==> config.mk <==
export PLATFORM = sky130hd
export DESIGN_NAME = xio_mem_arbiter
export DESIGN_NICKNAME = d
export VERILOG_FILES = /design/src/rtl/xio_mem_arbiter.sv
export SDC_FILE = /design/constraint.sdc
export NUM_CORES = 1
export LEC_CHECK = 0
export BUFFER_PORTS_ARGS = -buffer_cell sky130_fd_sc_hd__buf_4
export CAP_MARGIN = 15
export CORE_MARGIN = 1.5
export CORE_UTILIZATION = 52
export CTS_CLUSTER_SIZE = 12
export DETAILED_ROUTE_END_ITERATION = 16
export PLACE_DENSITY = 0.86
export SYNTH_ARGS = -nofsm -noshare
export SYNTH_HDL_FRONTEND = slang
export SYNTH_SLANG_ARGS = --single-unit
==> constraint.sdc <==
create_clock -name clk -period 4.1 [get_ports clk]
set_input_delay 0.41 -clock clk [delete_from_list [all_inputs] [get_ports clk]]
set_output_delay 0.41 -clock clk [all_outputs]
set_load 0.005 [all_outputs]
==> src/rtl/xio_mem_arbiter.sv <==
// xio_mem_arbiter: shares one external memory port between the A8 aperture
// path (port A, strict priority) and an auxiliary requester (port B).
//
// Ports:
//   clk, rst_n                     200 MHz clock, async active-low reset
//   a_req/a_we/a_addr/a_wdata      port A request (held until a_ack)
//   a_ack/a_rdata/a_err            port A 1-cycle completion, data, abort flag
//   b_*                            port B, same handshake as port A
//   a_reserve                      blocks new B grants while high
//   mem_req/mem_we/mem_addr/...    memory controller request side
//   mem_ack/mem_rdata              memory completion (1 cycle) and read data
//   gnt_a, gnt_b                   current owner of the memory port
//   err_cnt                        saturating count of timed-out transfers
module xio_mem_arbiter #(
  parameter int unsigned ADDR_W  = 24,
  parameter int unsigned DATA_W  = 8,
  parameter int unsigned TIMEOUT = 32,
  parameter int unsigned ERR_W   = 8
) (
  input  logic              clk,
  input  logic              rst_n,
  input  logic              a_req,
  input  logic              a_we,
  input  logic [ADDR_W-1:0] a_addr,
  input  logic [DATA_W-1:0] a_wdata,
  output logic              a_ack,
  output logic [DATA_W-1:0] a_rdata,
  output logic              a_err,
  input  logic              b_req,
  input  logic              b_we,
  input  logic [ADDR_W-1:0] b_addr,
  input  logic [DATA_W-1:0] b_wdata,
  output logic              b_ack,
  output logic [DATA_W-1:0] b_rdata,
  output logic              b_err,
  input  logic              a_reserve,
  output logic              mem_req,
  output logic              mem_we,
  output logic [ADDR_W-1:0] mem_addr,
  output logic [DATA_W-1:0] mem_wdata,
  input  logic              mem_ack,
  input  logic [DATA_W-1:0] mem_rdata,
  output logic              gnt_a,
  output logic              gnt_b,
  output logic [ERR_W-1:0]  err_cnt
);

  localparam int unsigned CNT_W = $clog2(TIMEOUT + 1);

  localparam logic [1:0] S_IDLE   = 2'd0;
  localparam logic [1:0] S_XFER_A = 2'd1;
  localparam logic [1:0] S_XFER_B = 2'd2;
  localparam logic [1:0] S_DONE   = 2'd3;

  logic [1:0]        state,     state_d;
  logic [CNT_W-1:0]  cnt,       cnt_d;
  logic              mem_req_d, mem_we_d;
  logic [ADDR_W-1:0] mem_addr_d;
  logic [DATA_W-1:0] mem_wdata_d;
  logic              gnt_a_d,   gnt_b_d;
  logic              a_ack_d,   b_ack_d;
  logic [DATA_W-1:0] a_rdata_d, b_rdata_d;
  logic              a_err_d,   b_err_d;
  logic [ERR_W-1:0]  err_cnt_d;

  // State and all registered outputs
  always_ff @(posedge clk or negedge rst_n) begin
    if (!rst_n) begin
      state     <= S_IDLE;
      cnt       <= '0;
      mem_req   <= 1'b0;
      mem_we    <= 1'b0;
      mem_addr  <= '0;
      mem_wdata <= '0;
      gnt_a     <= 1'b0;
      gnt_b     <= 1'b0;
      a_ack     <= 1'b0;
      b_ack     <= 1'b0;
      a_rdata   <= '0;
      b_rdata   <= '0;
      a_err     <= 1'b0;
      b_err     <= 1'b0;
      err_cnt   <= '0;
    end else begin
      state     <= state_d;
      cnt       <= cnt_d;
      mem_req   <= mem_req_d;
      mem_we    <= mem_we_d;
      mem_addr  <= mem_addr_d;
      mem_wdata <= mem_wdata_d;
      gnt_a     <= gnt_a_d;
      gnt_b     <= gnt_b_d;
      a_ack     <= a_ack_d;
      b_ack     <= b_ack_d;
      a_rdata   <= a_rdata_d;
      b_rdata   <= b_rdata_d;
      a_err     <= a_err_d;
      b_err     <= b_err_d;
      err_cnt   <= err_cnt_d;
    end
  end

  // Next-state and next-output decode
  always_comb begin
    state_d     = state;
    cnt_d       = cnt;
    mem_req_d   = mem_req;
    mem_we_d    = mem_we;
    mem_addr_d  = mem_addr;
    mem_wdata_d = mem_wdata;
    gnt_a_d     = gnt_a;
    gnt_b_d     = gnt_b;
    a_ack_d     = 1'b0;
    b_ack_d     = 1'b0;
    a_rdata_d   = a_rdata;
    b_rdata_d   = b_rdata;
    a_err_d     = a_err;
    b_err_d     = b_err;
    err_cnt_d   = err_cnt;

    case (state)
      S_IDLE: begin
        // A has absolute priority; B only starts outside reserved A8 windows
        if (a_req) begin
          state_d     = S_XFER_A;
          gnt_a_d     = 1'b1;
          mem_req_d   = 1'b1;
          mem_we_d    = a_we;
          mem_addr_d  = a_addr;
          mem_wdata_d = a_wdata;
          cnt_d       = '0;
        end else if (b_req && !a_reserve) begin
          state_d     = S_XFER_B;
          gnt_b_d     = 1'b1;
          mem_req_d   = 1'b1;
          mem_we_d    = b_we;
          mem_addr_d  = b_addr;
          mem_wdata_d = b_wdata;
          cnt_d       = '0;
        end
      end

      S_XFER_A, S_XFER_B: begin
        // An ack in the expiry cycle still wins over the abort
        if (mem_ack) begin
          mem_req_d = 1'b0;
          state_d   = S_DONE;
          if (state == S_XFER_A) begin
            a_ack_d = 1'b1;
            a_err_d = 1'b0;
            if (!mem_we) a_rdata_d = mem_rdata;
          end else begin
            b_ack_d = 1'b1;
            b_err_d = 1'b0;
            if (!mem_we) b_rdata_d = mem_rdata;
          end
        end else if (cnt == CNT_W'(TIMEOUT - 1)) begin
          mem_req_d = 1'b0;
          state_d   = S_DONE;
          if (err_cnt != '1) err_cnt_d = err_cnt + ERR_W'(1);
          if (state == S_XFER_A) begin
            a_ack_d   = 1'b1;
            a_err_d   = 1'b1;
            a_rdata_d = '1;
          end else begin
            b_ack_d   = 1'b1;
            b_err_d   = 1'b1;
            b_rdata_d = '1;
          end
        end else begin
          cnt_d = cnt + CNT_W'(1);
        end
      end

      S_DONE: begin
        // Completion cycle; requests are deliberately not sampled here
        state_d = S_IDLE;
        gnt_a_d = 1'b0;
        gnt_b_d = 1'b0;
      end

      default: begin
        state_d   = S_IDLE;
        gnt_a_d   = 1'b0;
        gnt_b_d   = 1'b0;
        mem_req_d = 1'b0;
      end
    endcase
  end

endmodule

==> flow_summary.toml <==
[cells_and_area]
instances_no_fill = 533
final_layout_size_suffix_gt1_share_pct = 37.3
layout.nets = 537
antennaDiodeCount = 0
final_util_pct = 74.2
register_area_sq_um = 1800
multi_input_gate_area_sq_um = 1520
layout-area-overhead-vs-synth_pct = 37.9
fillCellCount = 457

[place]
numPlacedInstances = 517
hpwlAfterDp_mm = 6.09
port_buffers = 143
finalWeightedCongestion = 0.872

[yosys]
synth_warnings = 0
yosys.cell_types.count = 48
commonest_cells_in_the_synthesized_netlist = "72 x sky130_fd_sc_hd__dfrtp_1, 41 x sky130_fd_sc_hd__o21ai_0, 39 x sky130_fd_sc_hd__nand2_1"
mappedNetlistArea_sq_um = 3420
synth_ff_type = "sky130_fd_sc_hd__dfrtp_1"
yosys_register_bits = 72
synthesis.nets = 399
post_synth_inst_count = 313
synthMostInstantiatedCell = "sky130_fd_sc_hd__dfrtp_1"
synth_area_leader_cell = "sky130_fd_sc_hd__dfrtp_1"
synth_largest_type_area_fraction_pct = 52.7
post_synth_main_area_contributors = "sky130_fd_sc_hd__dfrtp_1 53%, sky130_fd_sc_hd__mux2i_1 10%, sky130_fd_sc_hd__o21ai_0 6.0%"
synth_edf_count = 0
syn_avg_cell_area_sq_um = 10.9
seq_area_frac_synth_pct = 52.7
ys_async_sr_fraction_pct = 100

[timing]
hold_slack_ns = 0.195
rsz_0062_raised_after_global_routing = "no"
finalSetupViolCount = 0
fin_setup_tns_ns = 0
fin_crit_ns = 2.35
min_period_over_period_pct = 57.4
fmaxAchievable_ghz = 0.425
final.setup_skew_ns = 0.0100
slew_limit_fails = 0
timing.max_slew.rel_slack_pct = 41.0
slew_at_the_pin_with_the_worst_max_slew_slack_ns = 0.884
finalHoldViolations = 0

[cts]
cts_sinks = 72
h-tree-depth = 3
clockBufferDepth = 2
cts_tree = "done"
cts_setup_buffers = 0
ctsResizeCount = 0
root_buffer_cell = "sky130_fd_sc_hd__clkbuf_8"
clk_pin_slew_ns = 0.07
number_of_buffers_created_by_cts = 9
clk_latency_ns = 0.33
cts_hold_repair.buffers = 0

[global_routing]
first_pass_grt_wire_length_mm = 13.5
global_route.usage.total_pct = 23.7
grt_pass1_vias = 2929
grt_start_max_net_pins = 73
antenna_found_initial = 0
global_route.usage.met2_pct = 39.8
global_route.usage.met1_pct = 29.0
global_route.overflow_total = 0
global_route.peak_usage_layer = "met2"
grt_use_met3_pct = 6.33

[detailed_routing]
route.detailed.vias_per_inst = 5.49
detailed_router_s_first_iteration_violation_count = 168
routed_wire_length_per_instance_microns = 15.3
detailroute.via_count = 2925
remaining_drc_errors = 0
ant_nets = 0
drt-pass1-iter-count = 4
routed_wirelength_mm = 8.15

[worst_setup_path]
critical_path.max_stage_delay_ns = 0.50
worst_setup_path_end_kind = "register"
cp_slowest_cell = "sky130_fd_sc_hd__ha_1"
cp_data_arrival_time_ns = 2.56
worstPathCellList = "inv_1, ha_1, nor2b_1, nor3b_4, and2_1, mux2_2"
critical_path_buf_inv_count = 1
critical-path-top-delay-family = "simple AND/OR/NAND/NOR gates"
worst-setup-path-type = "reg -> reg"
worstPathRequired_ns = 4.31
startpoint_type = "register"
timing.critical_path.fanout_max = 14

[power_and_ir_drop]
power_frac_comb_pct = 43.0
irDropWorstVdd_mv = 0.333
clock_power_share_pct = 17.2
netSwitchingFraction_pct = 35.1
power_spent_charging_and_discharging_nets_mw = 1.05
p_leak_nw = 2.39
seq_power_share_pct = 39.8
cell_internal_pwr_mw = 1.94
power_density_nw_per_um2 = 635
power.total_mw = 2.99

[die]
die_area_sq_um = 7060
coreArea_sq_um = 6350
die_h_microns = 84.1
start_util_pct = 53.8
top_level_ports = 144
rows = 29
die_x_microns = 84.1

[flow_run]
cap_viol_max_count = 0

[min_path]
min-delay-path-class = "in -> async"

[run_status]
outcome = "finished clean"
## area by class of cell
cell class | count | share of cell area, %
Clock buffer | 14 | 3.67
Clock inverter | 2 | 0.266
Inverter | 8 | 0.638
Multi-Input combinational cell | 216 | 32.2
Sequential cell | 72 | 38.3
Tap cell | 77 | 2.05
Timing Repair Buffer | 144 | 23.0
## final timing paths
check	startpoint	slack, ns	depth (start not counted)	end
min in group clk	mem_rdata[3]	0.32	2	a_rdata[3]$_DFFE_PN0P_
min	rst_n	0.20	1	mem_addr[10]$_DFFE_PN0P_
max reg2reg	state[0]$_DFFE_PN0P_	1.75	6	err_cnt[1]$_DFFE_PN0P_
max in group asynchronous	rst_n	3.32	1	b_rdata[5]$_DFFE_PN0P_
max	state[0]$_DFFE_PN0P_	1.75	6	err_cnt[1]$_DFFE_PN0P_
min reg2reg	mem_addr[22]$_DFFE_PN0P_	0.48	2	mem_addr[22]$_DFFE_PN0P_
## layer usage
layer	wire (microns)	share of wire [%]	vias up
li1	-	-	1404
met1	3300	41	1396
met2	4170	51	110
met3	532	6.5	15
met4	143	1.8	0
met5	0	0	-
## metrics by stage
stage / setup WS [ns] / instance area [sq um]
2_1_floorplan: 2.17 / 3420
3_3_place_gp: 1.88 / 4520
3_5_place_dp: 1.77 / 4520
4_1_cts: 1.76 / 4710
5_1_grt: 1.61 / 4710
6_report: 1.75 / 4710
## flip-flops by register name, summed over array words and instances (netlist names)
register / cells
mem_we: 1
mem_addr: 24
state: 2
a_err: 1
mem_wdata: 8
gnt_a: 1
b_ack: 1
mem_req: 1
b_err: 1
b_rdata: 8
cnt: 6
a_rdata: 8
a_ack: 1
err_cnt: 8
gnt_b: 1
## placed cells by master (no fill, tap or decap), drive strengths merged, types with 2 or more instances in the layout
| cell | n |
|---|---|
| ha | 6 |
| dfrtp | 72 |
| nand4 | 3 |
| and2 | 2 |
| nor2 | 5 |
| buf | 144 |
| a31oi | 2 |
| nor2b | 5 |
| nand2 | 39 |
| mux2 | 2 |
| xnor2 | 6 |
| o21ai | 43 |
| inv | 8 |
| a21oi | 5 |
| and4 | 2 |
| o31ai | 2 |
| a22o | 2 |
| clkbuf | 14 |
| a2bb2oi | 8 |
| nor3 | 2 |
| o22a | 8 |
| mux2i | 35 |
| and3 | 5 |
| o22ai | 9 |
| nand3 | 8 |
## cell families after synthesis
logic type                 Yosys count  synth area share [%]
xor gates and xnor gates             7                  1.79
AOI/OAI and AO/OA                   89                  17.4
DFF                                 72                  52.7
muxes                               37                  10.9
buffers and inverters               25                  3.22
adders and majority gates            6                  2.20
and+or+nand+nor                     77                  11.7
## power groups by stage
stage | Sequential (mW) | Combinational (mW) | Clock, mW
after floorplan | 1.18 | 0.656 | 0
after global placement | 1.18 | 1.25 | 0
after CTS | 1.19 | 1.30 | 0.522
after global routing | 1.22 | 1.42 | 0.554
after detailed placement | 1.19 | 1.30 | 0
final | 1.19 | 1.29 | 0.514
Power figures use the tool's default switching activity.
